$ cat src/rtl/rom_word_loader.sv
// Packs the hps_io ROM byte stream into 16-bit SDRAM word writes over a toggle req/ack port,
// stalling hps_io with ioctl_wait while a write is in flight and flagging rom_loaded at the end.
module rom_word_loader #(
  parameter logic [23:0] SDR_BASE  = 24'h000000,
  parameter logic [7:0]  ROM_INDEX = 8'd0
) (
  input  logic        CLK_32M,
  input  logic        reset_n,
  input  logic        ioctl_download,
  input  logic [7:0]  ioctl_index,
  input  logic        ioctl_wr,
  input  logic [24:0] ioctl_addr,
  input  logic [7:0]  ioctl_dout,
  output logic        ioctl_wait,
  output logic [23:0] sdr_addr,
  output logic [15:0] sdr_din,
  output logic        sdr_wrl,
  output logic        sdr_wrh,
  output logic        sdr_req,
  input  logic        sdr_ack,
  output logic        rom_loaded,
  output logic        overrun,
  output logic [24:0] byte_count
);
  typedef enum logic [1:0] {S_IDLE, S_BUSY, S_FLUSH, S_DONE} state_t;

  state_t      state_q;
  logic        dl_q, fin_q, pend_valid_q;
  logic [23:0] pend_waddr_q;
  logic [7:0]  pend_lo_q;
  logic        wait_q, wrl_q, wrh_q, req_q, loaded_q, overrun_q;
  logic [23:0] addr_q;
  logic [15:0] din_q;
  logic [24:0] count_q;

  logic        acc, rise, fall, fin, pv, same_word, acked;
  logic [23:0] waddr;
  logic [24:0] count_base;

  assign acc        = ioctl_wr & ioctl_download & (ioctl_index == ROM_INDEX);
  assign rise       = ioctl_download & ~dl_q;
  assign fall       = ~ioctl_download & dl_q;
  // A new download discards any finish request and pending byte left from the previous one.
  assign fin        = (fin_q & ~rise) | fall;
  assign pv         = pend_valid_q & ~rise;
  assign waddr      = ioctl_addr[24:1] + SDR_BASE;
  assign same_word  = pv & (pend_waddr_q == waddr);
  assign acked      = (sdr_ack == req_q);
  assign count_base = rise ? 25'd0 : count_q;

  always_ff @(posedge CLK_32M) begin
    if (!reset_n) begin
      state_q      <= S_IDLE;
      dl_q         <= 1'b0;
      fin_q        <= 1'b0;
      pend_valid_q <= 1'b0;
      pend_waddr_q <= '0;
      pend_lo_q    <= '0;
      wait_q       <= 1'b0;
      addr_q       <= '0;
      din_q        <= '0;
      wrl_q        <= 1'b0;
      wrh_q        <= 1'b0;
      req_q        <= sdr_ack;
      loaded_q     <= 1'b0;
      overrun_q    <= 1'b0;
      count_q      <= '0;
    end else begin
      dl_q <= ioctl_download;
      if (rise) begin
        loaded_q     <= 1'b0;
        overrun_q    <= 1'b0;
        count_q      <= '0;
        pend_valid_q <= 1'b0;
        fin_q        <= 1'b0;
      end
      if (fall) fin_q <= 1'b1;

      case (state_q)
        S_IDLE, S_DONE: begin
          if (acc) begin
            count_q <= count_base + 25'd1;
            if (!ioctl_addr[0]) begin
              // The new even byte becomes pending right away; an older byte for another word is flushed.
              pend_valid_q <= 1'b1;
              pend_waddr_q <= waddr;
              pend_lo_q    <= ioctl_dout;
              state_q      <= S_IDLE;
              if (pv && !same_word) begin
                req_q   <= ~req_q;
                wait_q  <= 1'b1;
                addr_q  <= pend_waddr_q;
                din_q   <= {8'h00, pend_lo_q};
                wrl_q   <= 1'b1;
                wrh_q   <= 1'b0;
                state_q <= S_FLUSH;
              end
            end else begin
              req_q   <= ~req_q;
              wait_q  <= 1'b1;
              addr_q  <= waddr;
              wrh_q   <= 1'b1;
              state_q <= S_BUSY;
              if (same_word) begin
                din_q        <= {ioctl_dout, pend_lo_q};
                wrl_q        <= 1'b1;
                pend_valid_q <= 1'b0;
              end else begin
                din_q <= {ioctl_dout, 8'h00};
                wrl_q <= 1'b0;
              end
            end
          end else if (fin) begin
            if (pv) begin
              req_q        <= ~req_q;
              wait_q       <= 1'b1;
              addr_q       <= pend_waddr_q;
              din_q        <= {8'h00, pend_lo_q};
              wrl_q        <= 1'b1;
              wrh_q        <= 1'b0;
              pend_valid_q <= 1'b0;
              state_q      <= S_BUSY;
            end else begin
              state_q  <= S_DONE;
              loaded_q <= 1'b1;
              fin_q    <= 1'b0;
            end
          end else if (rise) begin
            state_q <= S_IDLE;
          end
        end
        S_BUSY: begin
          if (acc) overrun_q <= 1'b1;
          if (acked) begin
            wait_q <= 1'b0;
            if (fin && !pv) begin
              state_q  <= S_DONE;
              loaded_q <= 1'b1;
              fin_q    <= 1'b0;
            end else begin
              state_q <= S_IDLE;
            end
          end
        end
        S_FLUSH: begin
          if (acc) overrun_q <= 1'b1;
          if (acked) begin
            wait_q  <= 1'b0;
            state_q <= S_IDLE;
          end
        end
      endcase
    end
  end

  assign ioctl_wait = wait_q;
  assign sdr_addr   = addr_q;
  assign sdr_din    = din_q;
  assign sdr_wrl    = wrl_q;
  assign sdr_wrh    = wrh_q;
  assign sdr_req    = req_q;
  assign rom_loaded = loaded_q;
  assign overrun    = overrun_q;
  assign byte_count = count_q;
endmodule
$ cat config.mk
export PLATFORM = sky130hd
export DESIGN_NAME = rom_word_loader
export DESIGN_NICKNAME = d
export VERILOG_FILES = /design/src/rtl/rom_word_loader.sv
export SDC_FILE = /design/constraint.sdc
export NUM_CORES = 1
export LEC_CHECK = 0
export ABC_AREA = 1
export CORE_MARGIN = 2
export CORE_UTILIZATION = 47
export DETAILED_ROUTE_END_ITERATION = 16
export HOLD_SLACK_MARGIN = 0.05
export PLACE_DENSITY = 0.83
export SLEW_MARGIN = 5
export SYNTH_ARGS = -nofsm -noshare
export SYNTH_HDL_FRONTEND = slang
export SYNTH_SLANG_ARGS = --single-unit
$ cat constraint.sdc
create_clock -name CLK_32M -period 1.9 [get_ports CLK_32M]
set_input_delay 0.38 -clock CLK_32M [delete_from_list [all_inputs] [get_ports CLK_32M]]
set_output_delay 0.38 -clock CLK_32M [all_outputs]
set_load 0.01 [all_outputs]
==> results.cfg, run 1 <==
[pwr]
p_int_uw = 4207
pwr-share-comb_pct = 33.4
swShare_pct = 32.57
clock_power_share_pct = 29.4
vdd_drop_max_mv = 0.4700
switchingPower_uw = 2032
power_density_nw_per_um2 = 738.3
power_frac_seq_pct = 37.2
p_leak_uw = 0.003652

[synthesis]
yosysTopAreaCellShare_pct = 37.88
synth_edf_count = 1
netlist_instances = 858
synth.distinct_cells = 39
syn_nets = 907
ys_top_cells_by_count = nand2_1 (203), inv_1 (120), dfxtp_1 (107)
synthFlopType = dfxtp_1
synth-seq-cells = 108
synth.top_cells.by_area = dfxtp_1 (38%), nand2_1 (13%), inv_1 (8.0%), nor2_1 (6.5%), o21ai_0 (6.3%)
synth_top_cell_by_area = dfxtp_1
syn_area_um2 = 5654
async_flop_share_pct = 0
synth-seq-area-share_pct = 38.42
avgSynthCellArea_um2 = 6.590
ys_warn_count = 0
yosysMostFrequentCell = nand2_1

[min_path]
hold_path_startpoint = ioctl_addr[5]
min_path_type = input pin to register

[floorplanning]
start_util_pct = 47.67
die-area_um2 = 12920
ios = 117
fp-row-count = 40
fp.dieW_um = 113.7
core-area_um2 = 11860
die_h_um = 113.7

[placement]
numPlacedInstances = 1173
dp_hpwl_mm = 10.77
port-buffer-count = 116
globalplace.congestion = 0.8814
place_area_um2 = 7585

[timing]
rsz0062_at_grt = true
slew_headroom_pct = 65.62
fin_crit_sh_pct = 101.6
maxSlewViolCount = 0
period_needed_ns = 1.930
hold_slack_ns = 0.3512
setup_viol = 4
hold_viol = 0
finClkSkew_ns = 0.01116
worstMarginPinSlew_ns = 0.5157
tns_ns = -0.07637
fin_ws_ns = -0.03004
fmax_mhz = 518.1

[detailed_routing]
drc = 0
drt_iter0_drc = 461
first_pass_iters = 5
wire_per_inst_um = 13.94
vias = 6229
ant_nets = 0
wirelength_mm = 16.80
viasPerCell = 5.169

[status]
violations = setup timing
outcome = complete, but fails checks

[grt]
first_global_vias = 5326
grt.overflow.total = 0
grt_max_degree = 53
grt_pass1_wl_mm = 24.40
grt_usage_pct = 23.16
antenna_found_initial = 0

[worst_setup_path]
r2r-start = state_q[0]$_SDFFE_PN0P_
cp-start-kind = register
cp.arrival_ns = 2.18
startpoint = state_q[0]$_SDFFE_PN0P_
critPathCaptureType = register
path_class = register to register
crit_fanout = 10
crit_required_ns = 2.15

[layout]
drive_gt1_share_pct = 19.47
finish.utilization_pct = 71.24
n_antenna_cell = 0
final_cells = 1205
area_delta_synth_final_pct = 49.46
fillers = 926
nNetsFinal = 1102
fin_area_um2 = 8451

[clock_tree]
cts_tree = done
ctsHtreeMaxLevel = 3
cts-root-buf = clkbuf_16
hold_buffers = 0
cts_buffers = 9
clkLatencyLatePin_ns = 0.36
max-clock-path-buffers = 2
cts_sinks = 108
clk_pin_slew_ns = 0.08

[job]
max-cap-violations = 0
## logic make-up after synthesis
kind of cell	after synthesis	synth area share (%)
DFF	108	38.42
adders and majority gates	3	0.6639
xor gates and xnor gates	2	0.3099
AOI/OAI and AO/OA	158	14.61
buffers and inverters	161	12.15
and+or+nand+nor	426	33.86
## worst paths after layout
kind	endpoint	slack, ns	cells past startpoint
worst max-delay path	byte_count[7]$_SDFF_PN0_	-0.03	9
worst min-delay path	pend_waddr_q[4]$_SDFFE_PN0P_	0.35	3
worst max register to register	byte_count[7]$_SDFF_PN0_	-0.03	9
worst min register to register	sdr_wrl$_SDFFE_PN0P_	0.46	2
## through the flow
| step | total power (µW) | setup slack [ns] |
|---|---|---|
| after floorplan | 3199 | 0.02285 |
| after global placement | 3660 | -0.5027 |
| after detailed placement | 3683 | -0.5926 |
| after CTS | 5523 | 0.006775 |
| after global routing | 6482 | -0.1190 |
| final | 6239 | -0.03004 |
## area by class of cell
class | instances | area [µm²] | area share, %
tap | 147 | 183.9 | 2.176
timing repair buffer | 221 | 2260 | 26.74
multi-input combinational | 589 | 3082 | 36.47
inverter | 124 | 467.9 | 5.537
sequential | 108 | 2175 | 25.73
clock buffer | 10 | 229.0 | 2.710
clock inverter | 6 | 53.80 | 0.6367
## cells in the final DEF (no fill, tap or decap), types with 6 or more instances in the layout
master           Yosys  final
clkdlybuf4s50_1      0    104
nand2_1            203    199
nand2_4              1      6
nand2_2             12     10
buf_12               0     10
nor2_4               4     17
o21ai_1              6     12
nor2_1              98     83
dfxtp_1            107    105
inv_2                4      9
a21oi_1             68     66
nor3_1               9      7
buf_4                1     83
nor2_2              12     14
dlymetal6s2s_1       0     10
o21ai_0             71     65
nand4_1              7      7
inv_1              120    114
nand3_1             67     61
clkbuf_16            0     16
## power by group through the flow
| stage | clock [µW] | sequential (µW) | combinational, µW |
|---|---|---|---|
| after floorplan | 0 | 2370 | 831 |
| after global placement | 0 | 2370 | 1290 |
| after detailed placement | 0 | 2370 | 1310 |
| after CTS | 1860 | 2320 | 1340 |
| after global routing | 1960 | 2330 | 2190 |
| final | 1830 | 2320 | 2080 |
## state kept, by name (all words and copies together), names as in the netlist, 2 cells and up
register	count
byte_count	25
pend_waddr_q	24
sdr_addr	24
sdr_din	16
pend_lo_q	8
state_q	2
## routing by layer
layer,part of all wire (%),vias up,GRT usage [%]
met3,6.5,34,6.057
met2,51,228,40.56
met1,41,2860,28.14
met4,2.3,0,6.585
li1,-,3107,-
met5,0,-,0
## repair_timing
action                                 CTS  global route
resized for setup                       16            67
pin swaps                                8            32
buffers inserted                         1             6
cloned                                   1             8
setup endpoints to repair               82            83
endpoints found under the hold margin    0             0
## critical path, cell delays in order (launching register included)
cell	delay [ns]
dfxtp_2	0.34
inv_1	0.06
ha_1	0.34
buf_6	0.19
nand3_2	0.18
nor2_4	0.20
nand3_2	0.12
buf_4	0.16
o21ai_0	0.17
a21oi_1	0.07
Power figures use the tool's default switching activity.
==> inputs of run 2 (changes only) <==
--- a/config.mk
+++ b/config.mk
@@ -7,10 +7,11 @@
 export LEC_CHECK = 0
 export ABC_AREA = 1
 export CORE_MARGIN = 2
-export CORE_UTILIZATION = 47
+export CORE_UTILIZATION = 48
 export DETAILED_ROUTE_END_ITERATION = 16
+export GPL_TIMING_DRIVEN = 0
 export HOLD_SLACK_MARGIN = 0.05
-export PLACE_DENSITY = 0.83
+export PLACE_DENSITY = 0.82
 export SLEW_MARGIN = 5
 export SYNTH_ARGS = -nofsm -noshare
 export SYNTH_HDL_FRONTEND = slang
==> constraint.sdc (replaced) <==
create_clock -name CLK_32M -period 2 [get_ports CLK_32M]
set_input_delay 0.4 -clock CLK_32M [delete_from_list [all_inputs] [get_ports CLK_32M]]
set_output_delay 0.4 -clock CLK_32M [all_outputs]
set_load 0.01 [all_outputs]
==> results.cfg, run 2 (synthesis gave the netlist of run 1 again) <==
[layout]
n_antenna_cell = 0
drive_gt1_share_pct = 15.89
nNetsFinal = 1051
final_cell_mix = nand2_1 (201), inv_1 (106), dfxtp_1 (105), clkdlybuf4s50_1 (86), nor2_1 (82)
largest_reg_flops = 25
fillers = 910
final_common_cell = nand2_1
area_delta_synth_final_pct = 39.10

[detailed_routing]
wirelength_mm = 16.30
drt_iter0_drc = 539
viasPerCell = 5.194
wire_per_inst_um = 14.18
vias = 5973
drc = 0
first_pass_iters = 5
ant_nets = 0

[worst_setup_path]
path_class = input pin to register
max_stage_delay_ns = 0.50
crit_fanout = 10
cp-start-kind = input pin
crit_buf_inv = 4
cp.arrival_ns = 2.18
critPathCaptureType = register
r2r_cells = 9
critPathSlowestCell = clkdlybuf4s50_1
r2r-end = byte_count[11]$_SDFF_PN0_
path_cells = clkdlybuf4s50_1 -> inv_2 -> nand2_1 -> nand2_1 -> nor2_1 -> nand2_1 -> nor2_4 -> nand3_4 -> nand3_4 -> nand2_8 -> buf_8 -> buf_8 -> a21oi_2 -> nor2_1
crit_required_ns = 2.25
path_delay_family = buffers and inverters
ff2ff_setup_slack_ns = 0.08
crit_top_cell = nand2_1
r2r-start = state_q[0]$_SDFFE_PN0P_

[min_path]
min_path_type = input pin to register
min_to = pend_waddr_q[21]$_SDFFE_PN0P_
whs_path_depth = 3
hold_path_startpoint = ioctl_addr[22]

[floorplanning]
ios = 117
core-area_um2 = 11470
die-area_um2 = 12660
fp-row-count = 39
fp.dieW_um = 112.5
start_util_pct = 49.31
die_h_um = 112.5

[grt]
first_global_vias = 5401
grt_pass1_wl_mm = 25.48
grt_usage_pct = 24.80
antenna_found_initial = 0
grt_max_degree = 20
grt.overflow.total = 0

[timing]
fmax_mhz = 517.6
tns_ns = 0
setup_viol = 0
slew_headroom_pct = 59.33
maxSlewViolCount = 0
finClkSkew_ns = 0.01024
hold_viol = 0
fin_crit_sh_pct = 96.60
worstMarginPinSlew_ns = 0.6100
hold_slack_ns = 0.3380
period_needed_ns = 1.932
rsz0062_at_grt = true

[clock_tree]
hold_buffers = 0
cts_tree = done
cts_sinks = 108
clkLatencyLatePin_ns = 0.36
cts-root-buf = clkbuf_16
cts_buffers = 9
max-clock-path-buffers = 2
clk_pin_slew_ns = 0.08
ctsHtreeMaxLevel = 3

[status]
outcome = finished clean

[pwr]
p_leak_uw = 0.003414
power_density_nw_per_um2 = 715.3
vdd_drop_max_mv = 0.5605

[placement]
globalplace.congestion = 0.8901
dp_hpwl_mm = 10.92
port-buffer-count = 115

[job]
max-cap-violations = 0
[run 2: layer usage]
metal  up-vias  GRT usage [%]  routed length (µm)
met3        40          5.994                1166
met5         -              0                   0
li1       3016              -                   -
met2       236          41.29                7884
met1      2681          31.63                6860
met4         0          8.455                 391
[run 2: how the worst max path moves through the flow]
stage	from	endpoint	slack, ns	cells after the start
2_1_floorplan	dl_q$_SDFF_PN0_	byte_count[22]$_SDFF_PN0_	0.08	16
3_3_place_gp	ioctl_download	byte_count[22]$_SDFF_PN0_	-0.73	16
3_5_place_dp	ioctl_download	byte_count[22]$_SDFF_PN0_	-0.75	16
4_1_cts	ioctl_addr[8]	sdr_addr[13]$_SDFFE_PN0P_	0.009	14
5_1_grt	dl_q$_SDFF_PN0_	byte_count[20]$_SDFF_PN0_	-0.04	13
6_report	ioctl_addr[9]	sdr_addr[5]$_SDFFE_PN0P_	0.07	14
[run 2: report_power, final]
| part | switching (µW) | internal [µW] |
|---|---|---|
| Clock | 867 | 992 |
| Sequential | 23.2 | 2180 |
| Combinational | 979 | 582 |
| Total | 1870 | 3760 |
[run 2: timing repair]
item                       in CTS  in global routing
setup endpoints to repair      78                 86
gates cloned                    0                  2
pin swaps                       9                 37
gates resized for setup        29                106
setup buffers                   5                 12
[run 2: through the flow]
step           total power [µW]  std cells  setup slack (ns)  area [µm²]  utilization, %
6_report                   5626       1150           0.06796        7865           68.59
3_5_place_dp               3412       1116           -0.7486        6984           60.91
3_3_place_gp               3396       1116           -0.7276        6984           60.91
5_1_grt                    5872       1150          -0.04467        7865           68.59
4_1_cts                    5295       1137          0.009280        7417           64.68
2_1_floorplan              3038        858           0.07979        5654               -
[run 2: layout make-up]
| type | instances | area (µm²) | area share, % |
|---|---|---|---|
| Tap cell | 143 | 178.9 | 2.275 |
| Sequential cell | 108 | 2175 | 27.65 |
| Clock buffer | 9 | 225.2 | 2.864 |
| Multi-Input combinational cell | 590 | 3100 | 39.42 |
| Inverter | 124 | 467.9 | 5.950 |
| Clock inverter | 7 | 80.08 | 1.018 |
| Buffer | 36 | 235.2 | 2.991 |
| Timing Repair Buffer | 133 | 1403 | 17.83 |
[run 2: tightest hold or removal path, cell delays in order]
cell and delay [ns]:
dlymetal6s2s_1 0.14, inv_2 0.06, a21oi_1 0.05
